### src/rtl/dmem_arbiter.sv
// Two-port arbiter sharing one single-port data memory between requesters m0 and m1.
// Build option DMEM_ARB_FIXED_PRIO_EN: m0 always wins a tie (default is round-robin).
module dmem_arbiter #(
    parameter int NBITS  = 32,
    parameter int ADDRSZ = 5
) (
    input  logic              clk,
    input  logic              rst,
    input  logic              m0_req,
    input  logic              m0_we,
    input  logic [ADDRSZ-1:0] m0_addr,
    input  logic [NBITS-1:0]  m0_wdata,
    output logic              m0_ack,
    output logic [NBITS-1:0]  m0_rdata,
    input  logic              m1_req,
    input  logic              m1_we,
    input  logic [ADDRSZ-1:0] m1_addr,
    input  logic [NBITS-1:0]  m1_wdata,
    output logic              m1_ack,
    output logic [NBITS-1:0]  m1_rdata,
    output logic              mem_write_ena,
    output logic [ADDRSZ-1:0] mem_addr,
    output logic [NBITS-1:0]  mem_data_wr,
    input  logic [NBITS-1:0]  mem_data_rd,
    output logic              busy
);

    typedef enum logic [1:0] {
        IDLE   = 2'd0,
        SERVE0 = 2'd1,
        SERVE1 = 2'd2
    } state_t;

    state_t            state_q, state_d;
    logic              mem_write_ena_q, mem_write_ena_d;
    logic [ADDRSZ-1:0] mem_addr_q, mem_addr_d;
    logic [NBITS-1:0]  mem_data_wr_q, mem_data_wr_d;
    logic              m0_ack_q, m0_ack_d;
    logic              m1_ack_q, m1_ack_d;
    logic [NBITS-1:0]  m0_rdata_q, m0_rdata_d;
    logic [NBITS-1:0]  m1_rdata_q, m1_rdata_d;
    logic              busy_q, busy_d;
    logic              grant0_s, grant1_s;

`ifdef DMEM_ARB_FIXED_PRIO_EN
    // Grant decision: m0 wins every tie.
    always_comb begin
        grant0_s = m0_req;
        grant1_s = m1_req & ~m0_req;
    end
`else
    logic rr_last_q, rr_last_d;

    // Grant decision: a tie goes to the requester not served last (rr_last_q = 1 means m1).
    always_comb begin
        grant0_s = m0_req & (~m1_req | rr_last_q);
        grant1_s = m1_req & ~grant0_s;
    end

    // Round-robin pointer follows whichever port completes its access.
    always_comb begin
        rr_last_d = rr_last_q;
        case (state_q)
            SERVE0:  rr_last_d = 1'b0;
            SERVE1:  rr_last_d = 1'b1;
            default: rr_last_d = rr_last_q;
        endcase
    end

    // Round-robin pointer register; reset favours m0 on the first tie.
    always_ff @(posedge clk) begin
        if (rst) begin
            rr_last_q <= 1'b1;
        end else begin
            rr_last_q <= rr_last_d;
        end
    end
`endif

    // Next-state and registered-output logic for the IDLE/SERVE FSM.
    always_comb begin
        state_d         = state_q;
        mem_write_ena_d = mem_write_ena_q;
        mem_addr_d      = mem_addr_q;
        mem_data_wr_d   = mem_data_wr_q;
        m0_ack_d        = 1'b0;
        m1_ack_d        = 1'b0;
        m0_rdata_d      = m0_rdata_q;
        m1_rdata_d      = m1_rdata_q;
        busy_d          = busy_q;
        case (state_q)
            IDLE: begin
                if (grant0_s) begin
                    state_d         = SERVE0;
                    mem_write_ena_d = m0_we;
                    mem_addr_d      = m0_addr;
                    mem_data_wr_d   = m0_wdata;
                    busy_d          = 1'b1;
                end else if (grant1_s) begin
                    state_d         = SERVE1;
                    mem_write_ena_d = m1_we;
                    mem_addr_d      = m1_addr;
                    mem_data_wr_d   = m1_wdata;
                    busy_d          = 1'b1;
                end else begin
                    mem_write_ena_d = 1'b0;
                    busy_d          = 1'b0;
                end
            end
            SERVE0: begin
                // A write leaves the requester's last read data untouched.
                m0_rdata_d      = mem_write_ena_q ? m0_rdata_q : mem_data_rd;
                m0_ack_d        = 1'b1;
                mem_write_ena_d = 1'b0;
                busy_d          = 1'b0;
                state_d         = IDLE;
            end
            SERVE1: begin
                m1_rdata_d      = mem_write_ena_q ? m1_rdata_q : mem_data_rd;
                m1_ack_d        = 1'b1;
                mem_write_ena_d = 1'b0;
                busy_d          = 1'b0;
                state_d         = IDLE;
            end
            default: begin
                state_d         = IDLE;
                mem_write_ena_d = 1'b0;
                busy_d          = 1'b0;
            end
        endcase
    end

    // State and output registers.
    always_ff @(posedge clk) begin
        if (rst) begin
            state_q         <= IDLE;
            mem_write_ena_q <= 1'b0;
            mem_addr_q      <= {ADDRSZ{1'b0}};
            mem_data_wr_q   <= {NBITS{1'b0}};
            m0_ack_q        <= 1'b0;
            m1_ack_q        <= 1'b0;
            m0_rdata_q      <= {NBITS{1'b0}};
            m1_rdata_q      <= {NBITS{1'b0}};
            busy_q          <= 1'b0;
        end else begin
            state_q         <= state_d;
            mem_write_ena_q <= mem_write_ena_d;
            mem_addr_q      <= mem_addr_d;
            mem_data_wr_q   <= mem_data_wr_d;
            m0_ack_q        <= m0_ack_d;
            m1_ack_q        <= m1_ack_d;
            m0_rdata_q      <= m0_rdata_d;
            m1_rdata_q      <= m1_rdata_d;
            busy_q          <= busy_d;
        end
    end

    assign mem_write_ena = mem_write_ena_q;
    assign mem_addr      = mem_addr_q;
    assign mem_data_wr   = mem_data_wr_q;
    assign m0_ack        = m0_ack_q;
    assign m1_ack        = m1_ack_q;
    assign m0_rdata      = m0_rdata_q;
    assign m1_rdata      = m1_rdata_q;
    assign busy          = busy_q;

endmodule

### config.mk
export PLATFORM = sky130hd
export DESIGN_NAME = dmem_arbiter
export DESIGN_NICKNAME = d
export VERILOG_FILES = /design/src/rtl/dmem_arbiter.sv
export SDC_FILE = /design/constraint.sdc
export NUM_CORES = 1
export LEC_CHECK = 0
export ABC_AREA = 1
export BUFFER_PORTS_ARGS = -buffer_cell sky130_fd_sc_hd__buf_2
export CAP_MARGIN = 20
export CORE_ASPECT_RATIO = 2
export CORE_MARGIN = 1.5
export CORE_UTILIZATION = 30
export DETAILED_ROUTE_END_ITERATION = 6
export SLEW_MARGIN = 10
export SYNTH_ARGS = -nofsm -noshare
export SYNTH_HDL_FRONTEND = slang
export SYNTH_SLANG_ARGS = --single-unit
### constraint.sdc
create_clock -name clk -period 1.3 [get_ports clk]
set_input_delay 0.065 -clock clk [delete_from_list [all_inputs] [get_ports clk]]
set_output_delay 0.065 -clock clk [all_outputs]
set_load 0.03 [all_outputs]
# Word level (Yosys, flattened, before mapping)
# Cells that the tools add are included.
# Widths: inputs -> output; s select.
# word_totals
ff_bits,108
inputBits,112
word_cells,41
# op_classes
eq_ne,2
muxes,13
n_bitwise,7
n_reduce_logical,8
# ops
cell,n
$mux 32,2
$mux 5,2
$mux 1,8
$reduce_and 2->1,3
$not 1->1,4
$reduce_bool 2->1,2
$reduce_or 3->1,1
$and 1x1->1,2
$eq 2x1->1 const B,1
$eq 2x2->1 const B,1
$logic_not 2->1,1
$pmux 1 s2,1
$reduce_or 2->1,1
$or 1x1->1,1

# Longest topological paths before layout
# Gate-level depths: netlist of run 1.
# logic_depth
ltp_word,7
depth_mapped,9
mapped_depth_nobuf,8

# Worst setup path after synthesis of run 1
# No wires, ideal clock.
# synth_timing
path_type,reg2reg
startpoint,register state_q[0]
endpoint,register mem_data_wr_q[10] (netlist: mem_data_wr[10])
setup_ns,0.109
arrival_time_ns,1.281
required_ns,1.191
path_slack_ns,-0.090
path_stages_with_launch,10
synth_period_minus_slack_ns,1.390
cell_sequence,dfxtp_1 -> inv_1 -> ha_1 -> inv_1 -> nor2_1 -> inv_1 -> clkbuf_1 -> o21ai_0 -> nand2_1 -> inv_1
# synth_via
elab_chain_len,2
# synth_lines
item,line_no,text
from (decl),34,"state_t state_q, state_d;"
from (signal assigned),146,state_q <= state_d;
$logic_not 2->1,91,case (state_q)
$reduce_and 2->1 (no line),n/a,
to (signal assigned),139,mem_data_wr_q <= {NBITS{1'b0}};
to (signal assigned),149,mem_data_wr_q <= mem_data_wr_d;
to (decl),37,"logic [NBITS-1:0] mem_data_wr_q, mem_data_wr_d;"
# Every way passes these cells.
# A chain may end at the register's enable or synchronous reset.

# Final worst setup path of run 1
# layout_timing
startpoint,register state_q[1]
endpoint,register mem_data_wr_q[20] (netlist: mem_data_wr[20])
# The elaborated chain is that of the path after synthesis.

==> results.txt, run 1 <==
----------------------------------------------------
[Finish]
  Top library cells by usage in the layout, fill and taps aside ... buf_2, nor2_1, dfxtp_1
  Synthesis-to-finish area growth ... 54.2%
  Fraction of layout instances using a drive strength above 1 ... around a third
  Number of diodes added for antenna fixing ... 0
  Number of nets in the layout ... 984
  Most frequent standard cell in the layout excluding fill and tap cells ... buf_2

[Floorplan]
  Effective utilization at floorplan ... 30.7%
  Full die area ... 15600 um2
  Standard cell core area ... roughly 14000 um2
  Top-level port count ... 217
  Vertical extent of the die ... 175 um
  X dimension of the die ... 89.0 um
  Number of rows created at floorplan ... 62

[Route]
  Average via count per standard cell ... 4.61
  Initial drt markers ... around 210
  Wire length per cell ... 14.8 um
  Routed via count ... 4916
  Detailed-route wire length ... between 15 and 20 mm
  Post-route DRC ... 0
  Pre-Repair DR Iteration Count ... 5
  Number of nets with antenna violations after routing ... 0

[Power and ir drop]
  Highest ir drop seen on vdd ... 661 uV
  Power per Cell Area ... 1330 nW/um2
  Total Power Consumption ... just over 0.009 W
  Reported leakage power ... between 3 and 4 nW

[Placement]
  Half-perimeter wire length after detailed placement ... 9.90 mm
  Pre-CTS setup slack ... -47.5 ps
  Placer Congestion ... between 0.7 and 0.8
  Port bufs ... 216

[Timing]
  Setup slack after layout ... -31.4 ps
  Relative slew slack ... 77.4%
  Pins Over Slew Limit ... 0
  Unrepaired setup endpoints after global routing ... yes
  Final count of negative-setup-slack endpoints ... 14
  Worst hold margin ... 16.6 ps
  Minimum clock period ... about 1300 ps
  Crit share post-route ... 102%
  Final hold violation count ... 0
  Setup TNS ... -184 ps
  Maximum clock skew at final layout ... roughly 9.6 ps
  Slew at the pin closest to its max-slew limit ... 338 ps
  Fmax ... 751 MHz

[Synthesis]
  Synth top area cells ... dfxtp_1, nor2_1, o21ai_0
  Multiplexer area fraction after synthesis ... 0%
  Post-Synthesis Cells ... 615
  Xor and xnor area share after synthesis ... 0%
  Post-synthesis share of cell area spent on and, or, nand and nor gates ... roughly 28%
  Count of unique library cells instantiated by Yosys ... 17
  Top cell type by total area after synthesis ... dfxtp_1
  Share of synthesized cell area in full adder, half adder and majority cells ... 0.847%
  Synth Net Count ... 730
  Area fraction of the dominant cell type after synthesis ... 48.8%
  Number of synthesized register bits ... 108
  Avg Synthesized Cell Area ... 7.21 um2
  Post-synthesis compound-gate area fraction ... 15.7%
  Syn Std Cell Area ... 4430 um2
  Combinational family with the most area after synthesis ... simple AND/OR/NAND/NOR gates
  Share of the yosys chip area belonging to registers ... 48.8%
  Yosys warns ... 0

[Critical path]
  Startpoint type of the worst setup path ... flip-flop
  Kind of end point of the critical path ... flip-flop
  Worst path required time ... 1540 ps
  Crit Path Category ... reg2reg
  CP arrival ... 1570 ps
  CP max FO ... 8

[Clock network]
  TritonCTS Buffers ... 9
  Clock transition at path regs ... 80 ps
  CTS root buf ... clkbuf_16
  Clk Latency, worst-skew pair ... 340 ps
  CTS tree ... built
  Number of H-tree levels ... 3
  Clock sink total ... 108
  Largest buffer count on any clock path ... 2

[Outcome]
  Status ... finished with violations
  Violations in the final reports ... negative setup slack

[Global routing]
  Antenna violations before repair ... 0
  GRT Overall Usage ... 18.4%
  Via count of the first global-routing pass ... 4553
  Congestion Overflow GR ... 0
  Pin count of the biggest net entering global routing ... 60
  Global-route wire length before repair ... 22.2 mm

[Worst hold path]
  Classification of the worst-slack hold path ... in2reg

[Flow run]
  Max cap viols ... 0

----------------------------------------------------
synthesized netlist by cell type:
cell type / number
o21ai_0: 102
nor2_1: 178
nor2_4: 2
a21oi_1: 3
nand3_1: 52
a21boi_1: 7
inv_1: 26
dfxtp_1: 108
buf_4: 2
nand2_2: 2
clkbuf_1: 31
buf_2: 9
o22ai_1: 1
ha_1: 3
buf_6: 3
nand2_1: 71
a21boi_0: 15
final cells by class:
cell class	count	area, um2
tap	192	240
fill	1500	7590
clock inverter	6	57.6
inverter	26	103
multi-input combinational	436	2090
clock buffer	10	229
timing repair buffer	288	1950
sequential	108	2160
where the power goes:
group | switching, W | total, W | leakage (nW) | internal, W
combinational | 0.00164 | 0.00261 | 2.51 | 0.000970
clock | 0.00132 | 0.00266 | 0.141 | 0.00134
sequential | 0.000161 | 0.00381 | 0.889 | 0.00364
flip-flops by register name (all words and copies together), names as in the netlist:
name,flops
m0_rdata,32
m1_rdata,32
mem_data_wr,32
mem_addr,5
state_q,2
busy,1
m0_ack,1
m1_ack,1
mem_write_ena,1
rr_last_q,1
metal layers:
layer	wire [um]	global-route usage, %	vias to the layer above
li1	-	-	2480
met1	5700	19.2	2234
met2	8950	34.1	167
met3	588	2.65	35
met4	523	9.29	0
met5	0	0	-
timing repair:
action,in CTS,in global routing
setup buffers,0,4
resized for setup,9,68
pin swaps,1,10
hold buffers,42,0
endpoints found under the hold margin,75,0
endpoints found under the setup margin,78,101
cloned,0,7
kinds of logic after synthesis:
family / Yosys count
and+or+nand+nor: 305
AOI/OAI and AO/OA: 128
DFF: 108
buffers and inverters: 71
adders and majority gates: 3
stage by stage:
step	utilization, %	area, um2	std cells
global route	47.4	6840	1066
CTS	45.1	6510	1055
global placement	40.1	5790	997
detailed placement	40.1	5790	997
finish	47.4	6840	1066
floorplan	-	4450	615
final timing paths:
kind              slack (ps)              end  depth (start not counted)   startpoint
hold / removal            20   mem_data_wr[3]                          5  m1_wdata[3]
setup reg to reg         -30  mem_data_wr[20]                          9   state_q[1]
hold reg to reg          490       state_q[0]                          2   state_q[0]
setup / recovery         -30  mem_data_wr[20]                          9   state_q[1]
worst max-delay path: stages (launching register included):
cell,delay [ps]
dfxtp_2,330
inv_2,90
ha_4,140
inv_2,50
nor2_4,160
buf_6,140
clkbuf_16,160
nand2_1,50
nor2_1,80
nor2_1,40
(Power assumes the default switching activity.)
==> run 2: changes to the inputs <==
--- a/config.mk
+++ b/config.mk
@@ -9,10 +9,11 @@
 export BUFFER_PORTS_ARGS = -buffer_cell sky130_fd_sc_hd__buf_2
 export CAP_MARGIN = 20
 export CORE_ASPECT_RATIO = 2
-export CORE_MARGIN = 1.5
+export CORE_MARGIN = 2
 export CORE_UTILIZATION = 30
 export DETAILED_ROUTE_END_ITERATION = 6
 export SLEW_MARGIN = 10
 export SYNTH_ARGS = -nofsm -noshare
 export SYNTH_HDL_FRONTEND = slang
 export SYNTH_SLANG_ARGS = --single-unit
+export TNS_END_PERCENT = 10
==> run 2 against run 1 <==
  * Combinational power about the same
  * Via count down 1.0%
  * Final cell count down 0.38%
  * Sequential power is essentially flat
  * Clock power up 2%
  * Wire length down 2.2%
  * Sequential cell count unchanged
  * The flow still finishes with violations (negative setup slack)
  * Global-route usage rose by 0.18 points
  * Largest cell class unchanged
  * Largest power group unchanged
==> results.txt, run 2 (same netlist as run 1, synthesis figures left out) <==
----------------------------------------------------
[Clock network]
  Clock sink total ... 108 (unchanged)
  CTS root buf ... clkbuf_16
  Number of H-tree levels ... 3 (unchanged)
  Clock transition at path regs ... 80 ps (about the same)
  CTS tree ... built
  Clk Latency, worst-skew pair ... 350 ps (about the same)
  TritonCTS Buffers ... 9 (unchanged)
  Largest buffer count on any clock path ... 2 (unchanged)

[Timing]
  Pins Over Slew Limit ... 0 (unchanged)
  Slew at the pin closest to its max-slew limit ... 349 ps (+11.0 ps)
  Fmax ... 756 MHz (+0.67%)
  Setup slack after layout ... -22.5 ps (+8.90 ps)
  Worst hold margin ... 5.34 ps (-11.2 ps)
  Unrepaired setup endpoints after global routing ... yes
  Crit share post-route ... 102% (-0.68 points)
  Maximum clock skew at final layout ... 11.4 ps (+1.85 ps)
  Relative slew slack ... 76.7% (-0.74 points)
  Final count of negative-setup-slack endpoints ... 13 (-1)
  Setup TNS ... -66.4 ps (+117 ps)
  Final hold violation count ... 0 (unchanged)
  Minimum clock period ... 1320 ps (-8.90 ps)

[Route]
  Detailed-route wire length ... 15.4 mm (-2.2%)
  Initial drt markers ... 129 (-39%)
  Routed via count ... 4865 (-1.0%)
  Average via count per standard cell ... 4.58 (-0.66%)
  Wire length per cell ... 14.5 um (-1.8%)
  Post-route DRC ... 0 (unchanged)
  Number of nets with antenna violations after routing ... 0 (unchanged)
  Pre-Repair DR Iteration Count ... 4 (-1)

[Critical path]
  Kind of end point of the critical path ... flip-flop
  Startpoint type of the worst setup path ... flip-flop
  Reg2Reg Setup Slack ... -20 ps (about the same)
  CP arrival ... 1560 ps (about the same)
  Worst path required time ... 1540 ps (about the same)
  CP max FO ... 12 (+4)
  Crit Path Category ... reg2reg

[Flow run]
  Max cap viols ... 0 (unchanged)

[Power and ir drop]
  Switching share of total power ... 34.7% (+0.30 points)
  Power per Cell Area ... 1340 nW/um2 (+0.81%)
  Proportion of power drawn by the clock network ... 29.7% (+0.4 points)
  Reported net switching power ... 0.00318 W (+1.9%)
  Logic pwr share ... 28.7% (about the same)
  Reported leakage power ... 3.52 nW (-0.54%)
  Highest ir drop seen on vdd ... 581 uV (-12%)
  Sequential share of power ... 41.6% (-0.3 points)
  Internal power of the cells ... 0.00599 W (+0.56%)

[Finish]
  Synthesis-to-finish area growth ... 54.5%
  Fill cell instance count of the final layout ... 1503 (+0.20%)
  Fraction of layout instances using a drive strength above 1 ... 34.7% (-0.070 points)
  Number of nets in the layout ... 980 (-0.41%)
  Most frequent standard cell in the layout excluding fill and tap cells ... buf_2
  Number of diodes added for antenna fixing ... 0 (unchanged)
  Top library cells by usage in the layout, fill and taps aside ... buf_2, nor2_1, dfxtp_1

[Floorplan]
  Full die area ... 15800 um2 (+1.7%)
  X dimension of the die ... 90.0 um (+1.1%)
  Effective utilization at floorplan ... 30.7% (unchanged)
  Standard cell core area ... 14400 um2 (unchanged)
  Top-level port count ... 217 (unchanged)
  Number of rows created at floorplan ... 62 (unchanged)
  Vertical extent of the die ... 176 um (+0.57%)

[Placement]
  Port bufs ... 216 (unchanged)
  Pre-CTS setup slack ... -43.9 ps (+3.56 ps)
  Half-perimeter wire length after detailed placement ... 10.2 mm (+3.4%)
  Placer Congestion ... 0.784 (+0.54%)

[Global routing]
  GRT Overall Usage ... 18.6% (+0.18 points)
  Pin count of the biggest net entering global routing ... 48 (-20%)
  Via count of the first global-routing pass ... 4723 (+3.7%)
  Congestion Overflow GR ... 0 (unchanged)
  Antenna violations before repair ... 0 (unchanged)
  Global-route wire length before repair ... 23.5 mm (+5.6%)

[Worst hold path]
  Classification of the worst-slack hold path ... in2reg

[Outcome]
  Status ... finished with violations
  Violations in the final reports ... negative setup slack

----------------------------------------------------
[run 2: cell count changes in the layout (fill, tap and decap cells not counted), moves of 9 or more]
cell,previous run,this run
nand3_1,41,50
o21ai_2,2,13
o21ai_0,71,49
nand3_2,11,2
o21ai_1,29,38
[run 2: cell type report]
type	count	area, um2	share of cell area (%)
flip-flops and latches	108	2160	31.6
well taps	192	240	3.51
clock buffers	9	225	3.29
multi-input cells	436	2100	30.7
inverters	26	108	1.57
repair buffers	284	1950	28.4
clock inverters	7	67.6	0.986
[run 2: stage by stage]
| step | area [um2] | power (W) | instances | util, % |
|---|---|---|---|---|
| 3_5_place_dp | 5810 | 0.00612 | 997 | 40.2 |
| 6_report | 6850 | 0.00918 | 1062 | 47.5 |
| 4_1_cts | 6670 | 0.00913 | 1059 | 46.2 |
| 2_1_floorplan | 4450 | 0.00530 | 615 | - |
| 5_1_grt | 6850 | 0.00964 | 1062 | 47.5 |
| 3_3_place_gp | 5810 | 0.00611 | 997 | 40.2 |
[run 2: metal layers]
metal | share of wire [%] | track usage (%)
met1 | 35 | 17.8
met2 | 58 | 38.0
met3 | 3.7 | 2.86
met4 | 3.2 | 8.27
met5 | 0 | 0
[run 2: final timing paths]
path / from / to / depth (start not counted)
setup / recovery: state_q[1] / mem_data_wr[26] / 9
hold reg to reg: m0_rdata[17] / m0_rdata[17] / 2
hold / removal: m1_wdata[7] / mem_data_wr[7] / 5
setup reg to reg: state_q[1] / mem_data_wr[26] / 9
[run 2: critical path: stages (launching register included)]
cell     delay (ps)
dfxtp_2         340
inv_4            70
ha_4            130
inv_2            50
nor2_4          130
buf_6           150
buf_12          140
nand2_1          60
nor2_1           90
nor2_1           50
[run 2: power by group through the flow]
stage | combinational [W] | sequential, W | clock [W]
final | 0.00263 | 0.00382 | 0.00272
after global placement | 0.00224 | 0.00387 | 0
after detailed placement | 0.00225 | 0.00387 | 0
after global routing | 0.00286 | 0.00386 | 0.00291
after floorplan | 0.000791 | 0.00451 | 0
after CTS | 0.00252 | 0.00380 | 0.00280
[run 2: repair_timing]
action | CTS | global route
endpoints found under the hold margin | 72 | 0
pin swaps | 1 | 2
endpoints found under the setup margin | 100 | 101
gates cloned | 3 | 3
resized for setup | 31 | 73
hold buffers | 39 | 0
buffers inserted | 4 | 1
